$ cat src/rtl/jac1_pkg.sv
// Shared JAC1 types and defaults for the register-value trace path.
package jac1_pkg;

   localparam int unsigned DefDataWidth = 8;
   localparam int unsigned DefTsWidth   = 16;

   typedef logic [DefDataWidth-1:0] reg_val_t;
   typedef logic [DefTsWidth-1:0]   trace_ts_t;

   typedef struct packed {
      trace_ts_t ts;
      reg_val_t  value;
   } trace_rec_t;

endpackage

$ cat src/rtl/jac1_trace_fifo.sv
// Generic synchronous show-ahead FIFO; full/empty are derived from the occupancy count.
module jac1_trace_fifo #(
   parameter int unsigned Width = 24,
   parameter int unsigned Depth = 8
) (
   input  logic                     clk,
   input  logic                     rst_n,
   input  logic                     push,
   input  logic                     pop,
   input  logic [Width-1:0]         wdata,
   output logic [Width-1:0]         rdata,
   output logic                     full,
   output logic                     empty,
   output logic [$clog2(Depth):0]   count
);

   localparam int unsigned AddrW = $clog2(Depth);
   localparam int unsigned CntW  = AddrW + 1;

   logic [Width-1:0] mem_q [Depth];
   logic [AddrW-1:0] wr_ptr_q, rd_ptr_q;
   logic [CntW-1:0]  count_q, count_d;
   logic             do_push, do_pop;

   assign empty = (count_q == '0);
   assign full  = (count_q == CntW'(Depth));

   // A pop frees the slot the same cycle, so a full FIFO still accepts a push.
   assign do_pop  = pop & ~empty;
   assign do_push = push & (~full | do_pop);

   always_comb begin
      count_d = count_q;
      if (do_push && !do_pop) begin
         count_d = count_q + CntW'(1);
      end else if (do_pop && !do_push) begin
         count_d = count_q - CntW'(1);
      end
   end

   always_ff @(posedge clk or negedge rst_n) begin
      if (!rst_n) begin
         for (int i = 0; i < int'(Depth); i++) begin
            mem_q[i] <= '0;
         end
         wr_ptr_q <= '0;
         rd_ptr_q <= '0;
         count_q  <= '0;
      end else begin
         if (do_push) begin
            mem_q[wr_ptr_q] <= wdata;
            wr_ptr_q        <= wr_ptr_q + AddrW'(1);
         end
         if (do_pop) begin
            rd_ptr_q <= rd_ptr_q + AddrW'(1);
         end
         count_q <= count_d;
      end
   end

   assign rdata = mem_q[rd_ptr_q];
   assign count = count_q;

endmodule

$ cat src/rtl/jac1_reg_tracer.sv
// Trace monitor for JAC1 reg_val: timestamps value changes (or every cycle) into a FIFO
// drained over a valid/ready port.
module jac1_reg_tracer
   import jac1_pkg::*;
#(
   parameter int unsigned DataWidth = DefDataWidth,
   parameter int unsigned TsWidth   = DefTsWidth,
   parameter int unsigned Depth     = 8
) (
   input  logic                   clk,
   input  logic                   sys_res_n,
   input  logic [DataWidth-1:0]   reg_val,
   input  logic                   trace_en,
   input  logic                   mode_all,
   input  logic                   clr_ovf,
   input  logic                   rd_ready,
   output logic                   rd_valid,
   output logic [DataWidth-1:0]   rd_value,
   output logic [TsWidth-1:0]     rd_time,
   output logic [$clog2(Depth):0] count,
   output logic                   overflow
);

   localparam int unsigned RecW = TsWidth + DataWidth;

   logic [TsWidth-1:0]   ts_q;
   logic [DataWidth-1:0] prev_q;
   logic                 ovf_q, ovf_d;
   logic                 chg, cap, drop;
   logic                 fifo_full, fifo_empty;
   logic [RecW-1:0]      rec_wdata, rec_rdata;

   assign chg       = (reg_val != prev_q);
   assign cap       = trace_en & (mode_all | chg);
   // Full implies non-empty, so rd_ready alone means a pop is happening.
   assign drop      = cap & fifo_full & ~rd_ready;
   assign rec_wdata = {ts_q, reg_val};

   always_comb begin
      ovf_d = ovf_q;
      if (drop) begin
         ovf_d = 1'b1;
      end else if (clr_ovf) begin
         ovf_d = 1'b0;
      end
   end

   always_ff @(posedge clk or negedge sys_res_n) begin
      if (!sys_res_n) begin
         ts_q   <= '0;
         prev_q <= '0;
         ovf_q  <= 1'b0;
      end else begin
         if (trace_en) begin
            ts_q   <= ts_q + TsWidth'(1);
            prev_q <= reg_val;
         end
         ovf_q <= ovf_d;
      end
   end

   jac1_trace_fifo #(
      .Width (RecW),
      .Depth (Depth)
   ) u_fifo (
      .clk   (clk),
      .rst_n (sys_res_n),
      .push  (cap),
      .pop   (rd_ready),
      .wdata (rec_wdata),
      .rdata (rec_rdata),
      .full  (fifo_full),
      .empty (fifo_empty),
      .count (count)
   );

   assign rd_valid = ~fifo_empty;
   assign rd_value = rec_rdata[DataWidth-1:0];
   assign rd_time  = rec_rdata[RecW-1:DataWidth];
   assign overflow = ovf_q;

endmodule

$ cat config.mk
export PLATFORM = sky130hd
export DESIGN_NAME = jac1_reg_tracer
export DESIGN_NICKNAME = d
export VERILOG_FILES = /design/src/rtl/jac1_pkg.sv /design/src/rtl/jac1_trace_fifo.sv /design/src/rtl/jac1_reg_tracer.sv
export SDC_FILE = /design/constraint.sdc
export NUM_CORES = 1
export LEC_CHECK = 0
export CAP_MARGIN = 40
export CORE_MARGIN = 4
export CORE_UTILIZATION = 30
export DETAILED_ROUTE_END_ITERATION = 6
export SYNTH_ARGS = -nofsm -noshare
export SYNTH_HDL_FRONTEND = slang
export SYNTH_SLANG_ARGS = --single-unit
$ cat constraint.sdc
create_clock -name clk -period 2.8 [get_ports clk]
set_input_delay 0.42 -clock clk [delete_from_list [all_inputs] [get_ports clk]]
set_output_delay 0.42 -clock clk [all_outputs]
set_load 0.01 [all_outputs]
==> results by group <==
Cells and area
  – Final nets: 745
  – Final-layout fill cell count: 3293
  – Layout area overhead: 21.0%
  – Seq. cell area: 5690 µm²
  – Share of cells above drive strength 1: 54.6%
  – Area of the multi-input gates: 4600 µm²
  – Inserted Diodes: 0
  – Util after Layout: 37.1%

Timing
  – Least-Margin Pin Slew: 0.646 ns
  – Slew Viols, Final: 0
  – Clk_skew: 0.0141 ns
  – Final hold vios: 0
  – Period utilisation layout: 97.5%
  – Finish-stage setup viols: 0
  – Unrepaired setup endpoints after global routing: yes
  – Hold slack: 0.437 ns
  – Post-route setup TNS: 0 ns
  – Post-route setup slack: 0.0702 ns
  – Relative slew slack: 56.9%
  – Min cycle time layout: 2.73 ns
  – FMAX: 366 MHz

Pwr
  – Clock power frac: 25.6%
  – Switching Share: 29.5%
  – Internal power contribution: 9.51 mW
  – Combinational power share: 37.9%
  – Sequential Power Share: 36.5%
  – Pwr Density: 1050 nW/µm²
  – P_leak: 5.76 nW
  – Peak VDD IR: 0.589 mV
  – Switching Power: 3.98 mW
  – Pwr Total: 13.5 mW

Worst setup path
  – Cell breakdown of the critical path: buf_12 -> buf_12 -> buf_16 -> mux4_2 -> mux2_2 -> buf_2
  – CP max stage cell: dfrtp_4
  – Cell mode on critical path: buf_12
  – Critical Path Start Type: flop
  – Crit-path leading delay family: multiplexers
  – Arrival @ worst endpoint: 2.31 ns
  – CP Capture Type: output pin
  – R2R cell count: 12
  – Critical R2R Launch: prev_q[6]
  – Critical path type: flop to output pin
  – WP data required: 2.38 ns
  – Worst r2r dst: u_fifo.count[3]
  – Crit path largest cell delay: 0.49 ns
  – Worst Path Buf+Inv: 4
  – Reg2reg setup slack: 0.14 ns
  – Crit path max fanout: 7

Status
  – Status: finished clean

Route
  – Vias: 5660
  – DR iter-0 viols: 239
  – Number of vias per cell: 4.72
  – Final ANT Viol Nets: 0
  – TritonRoute pass-1 iters: 4
  – Avg WL per Cell: 19.3 µm
  – Residual DRC count: 0
  – Routed wire length: 23200 µm

Clock network
  – Max Buffers Root-to-Sink: 3
  – TritonCTS clock tree: done
  – Total CTS buffers: 26
  – CTS root buffer: clkbuf_16
  – Clk pin slew, worst setup/hold paths: 0.06 ns
  – Clock sink total: 227
  – H-tree Lvls: 1
  – Clock latency on the worst-skew pair: 0.53 ns

Yosys
  – Synth area leader: dfrtp_1
  – Post-Syn Area: 10600 µm²
  – Sequential-to-total area share from yosys stat: 53.4%
  – Top_reg_cell synth: dfrtp_1
  – Yosys cell types: 31
  – Synth warn: 0
  – Synth async-reset ratio: 100%
  – Ranking of synthesized cells by area: dfrtp_1 53%, mux2_2 18%, mux4_2 10%, mux2_4 8.5%, xnor2_1 2.2%
  – Post-synth top cells: 227 x dfrtp_1, 168 x mux2_2, 60 x mux2_4
  – Synth Instances: 663
  – Net Count, Synth: 684
  – EDFF count, synth: 0
  – Flops & latches, synth: 227
  – Top cell type's share of synthesized area: 53.4%
  – Syn_area_per_cell: 16.0 µm²
  – Most common cell in the synthesized netlist: dfrtp_1

Floorplanning
  – Core area: 34700 µm²
  – Row cnt: 68
  – Die X: 196 µm
  – Die area: 38500 µm²
  – Total I/O pin count: 44
  – Starting Density: 30.6%
  – Die Ht: 196 µm

Global routing
  – Number of global-route vias before repair: 6291
  – Grt ovf: 0
  – Initial antenna violation count: 0
  – GRT Overall Usage: 12.4%
  – Largest net degree at the start of global routing: 73
  – First-pass GRT wire length: 37900 µm

Placed design
  – GPL Wtd Cong: 0.686
  – Place WS: -0.483 ns
  – Buffers on Ports: 43
  – HPWL Detailed: 13800 µm

Min path
  – Hold/Removal Path Class: input pin to asynchronous set/reset pin

Job
  – Max Cap Violations: 0
-- power by group through the flow --
stage / Combinational, mW / Sequential [mW] / Clock [mW]
6_report: 5.12 / 4.92 / 3.45
5_1_grt: 5.54 / 5.06 / 3.69
4_1_cts: 5.25 / 4.91 / 3.54
3_5_place_dp: 4.94 / 4.97 / 0
3_3_place_gp: 4.87 / 4.95 / 0
2_1_floorplan: 3.44 / 4.66 / 0
-- through the flow --
stage,instances,cell area [µm²]
after floorplan,663,10600
after CTS,1199,12900
after global placement,1139,11800
after global routing,1199,12900
final,1199,12900
after detailed placement,1139,11800
-- state kept, by name, summed over array words and instances, names as in the netlist --
| signal | flops |
|---|---|
| prev_q | 8 |
| u_fifo.mem_q | 192 |
| u_fifo.rd_ptr_q | 3 |
| u_fifo.wr_ptr_q | 3 |
| u_fifo.count | 4 |
| overflow | 1 |
| ts_q | 16 |
-- area by class of cell --
class                   count  share of cell area, %
well taps                 455                   4.43
clock buffers              41                   6.43
clock inverters             7                  0.584
flip-flops and latches    227                   44.2
inverters                   3                 0.0875
repair buffers             96                   8.48
multi-input cells         370                   35.8
-- repair_timing --
| item | in CTS | in global routing |
|---|---|---|
| endpoints found under the setup margin | 24 | 3 |
| gates cloned | 4 | 0 |
| buffers inserted | 7 | 1 |
| resized for setup | 99 | 4 |
| hold buffers | 1 | 0 |
| hold endpoints to repair | 56 | 0 |
| pin swaps | 0 | 1 |
-- worst max-delay path by stage --
stage                             startpoint         endpoint  slack (ns)  cells after the start
after floorplan                   reg_val[1]  u_fifo.count[3]       0.004                     14
after global placement            reg_val[6]  u_fifo.count[3]       -0.50                     13
after detailed placement          reg_val[6]  u_fifo.count[3]       -0.48                     13
after CTS                 u_fifo.rd_ptr_q[0]      rd_value[0]       -0.05                      6
after global routing               prev_q[6]  u_fifo.count[3]       -0.03                     12
final                     u_fifo.rd_ptr_q[0]      rd_value[2]        0.07                      6
-- metal layers --
layer  routed length, µm  track usage, %
met3                 674            1.91
met2               10800            19.4
met1               11200            18.3
met5                   0               0
met4                 488            2.69
-- kinds of logic (layout without fill, tap and decap cells) --
| family | after synthesis | after routing | share of synthesized area, % |
|---|---|---|---|
| xor gates and xnor gates | 31 | 31 | 2.55 |
| muxes | 276 | 276 | 36.4 |
| adders and majority gates | 7 | 7 | 0.894 |
| AOI/OAI and AO/OA | 4 | 4 | 0.212 |
| buffers and inverters | 66 | 147 | 3.55 |
| DFF | 227 | 227 | 53.4 |
| and+or+nand+nor | 52 | 52 | 2.92 |
-- layout by cell type (no fill, tap or decap), types with 12 or more instances in the layout --
cell and instances:
buf_12 17, clkbuf_8 12, mux2_4 65, mux4_2 48
xnor2_1 26, buf_4 27, buf_2 20, clkdlybuf4s50_1 18
clkbuf_16 26, dfrtp_1 225, mux2_2 163
No activity file was read; power rests on OpenSTA's default activity.
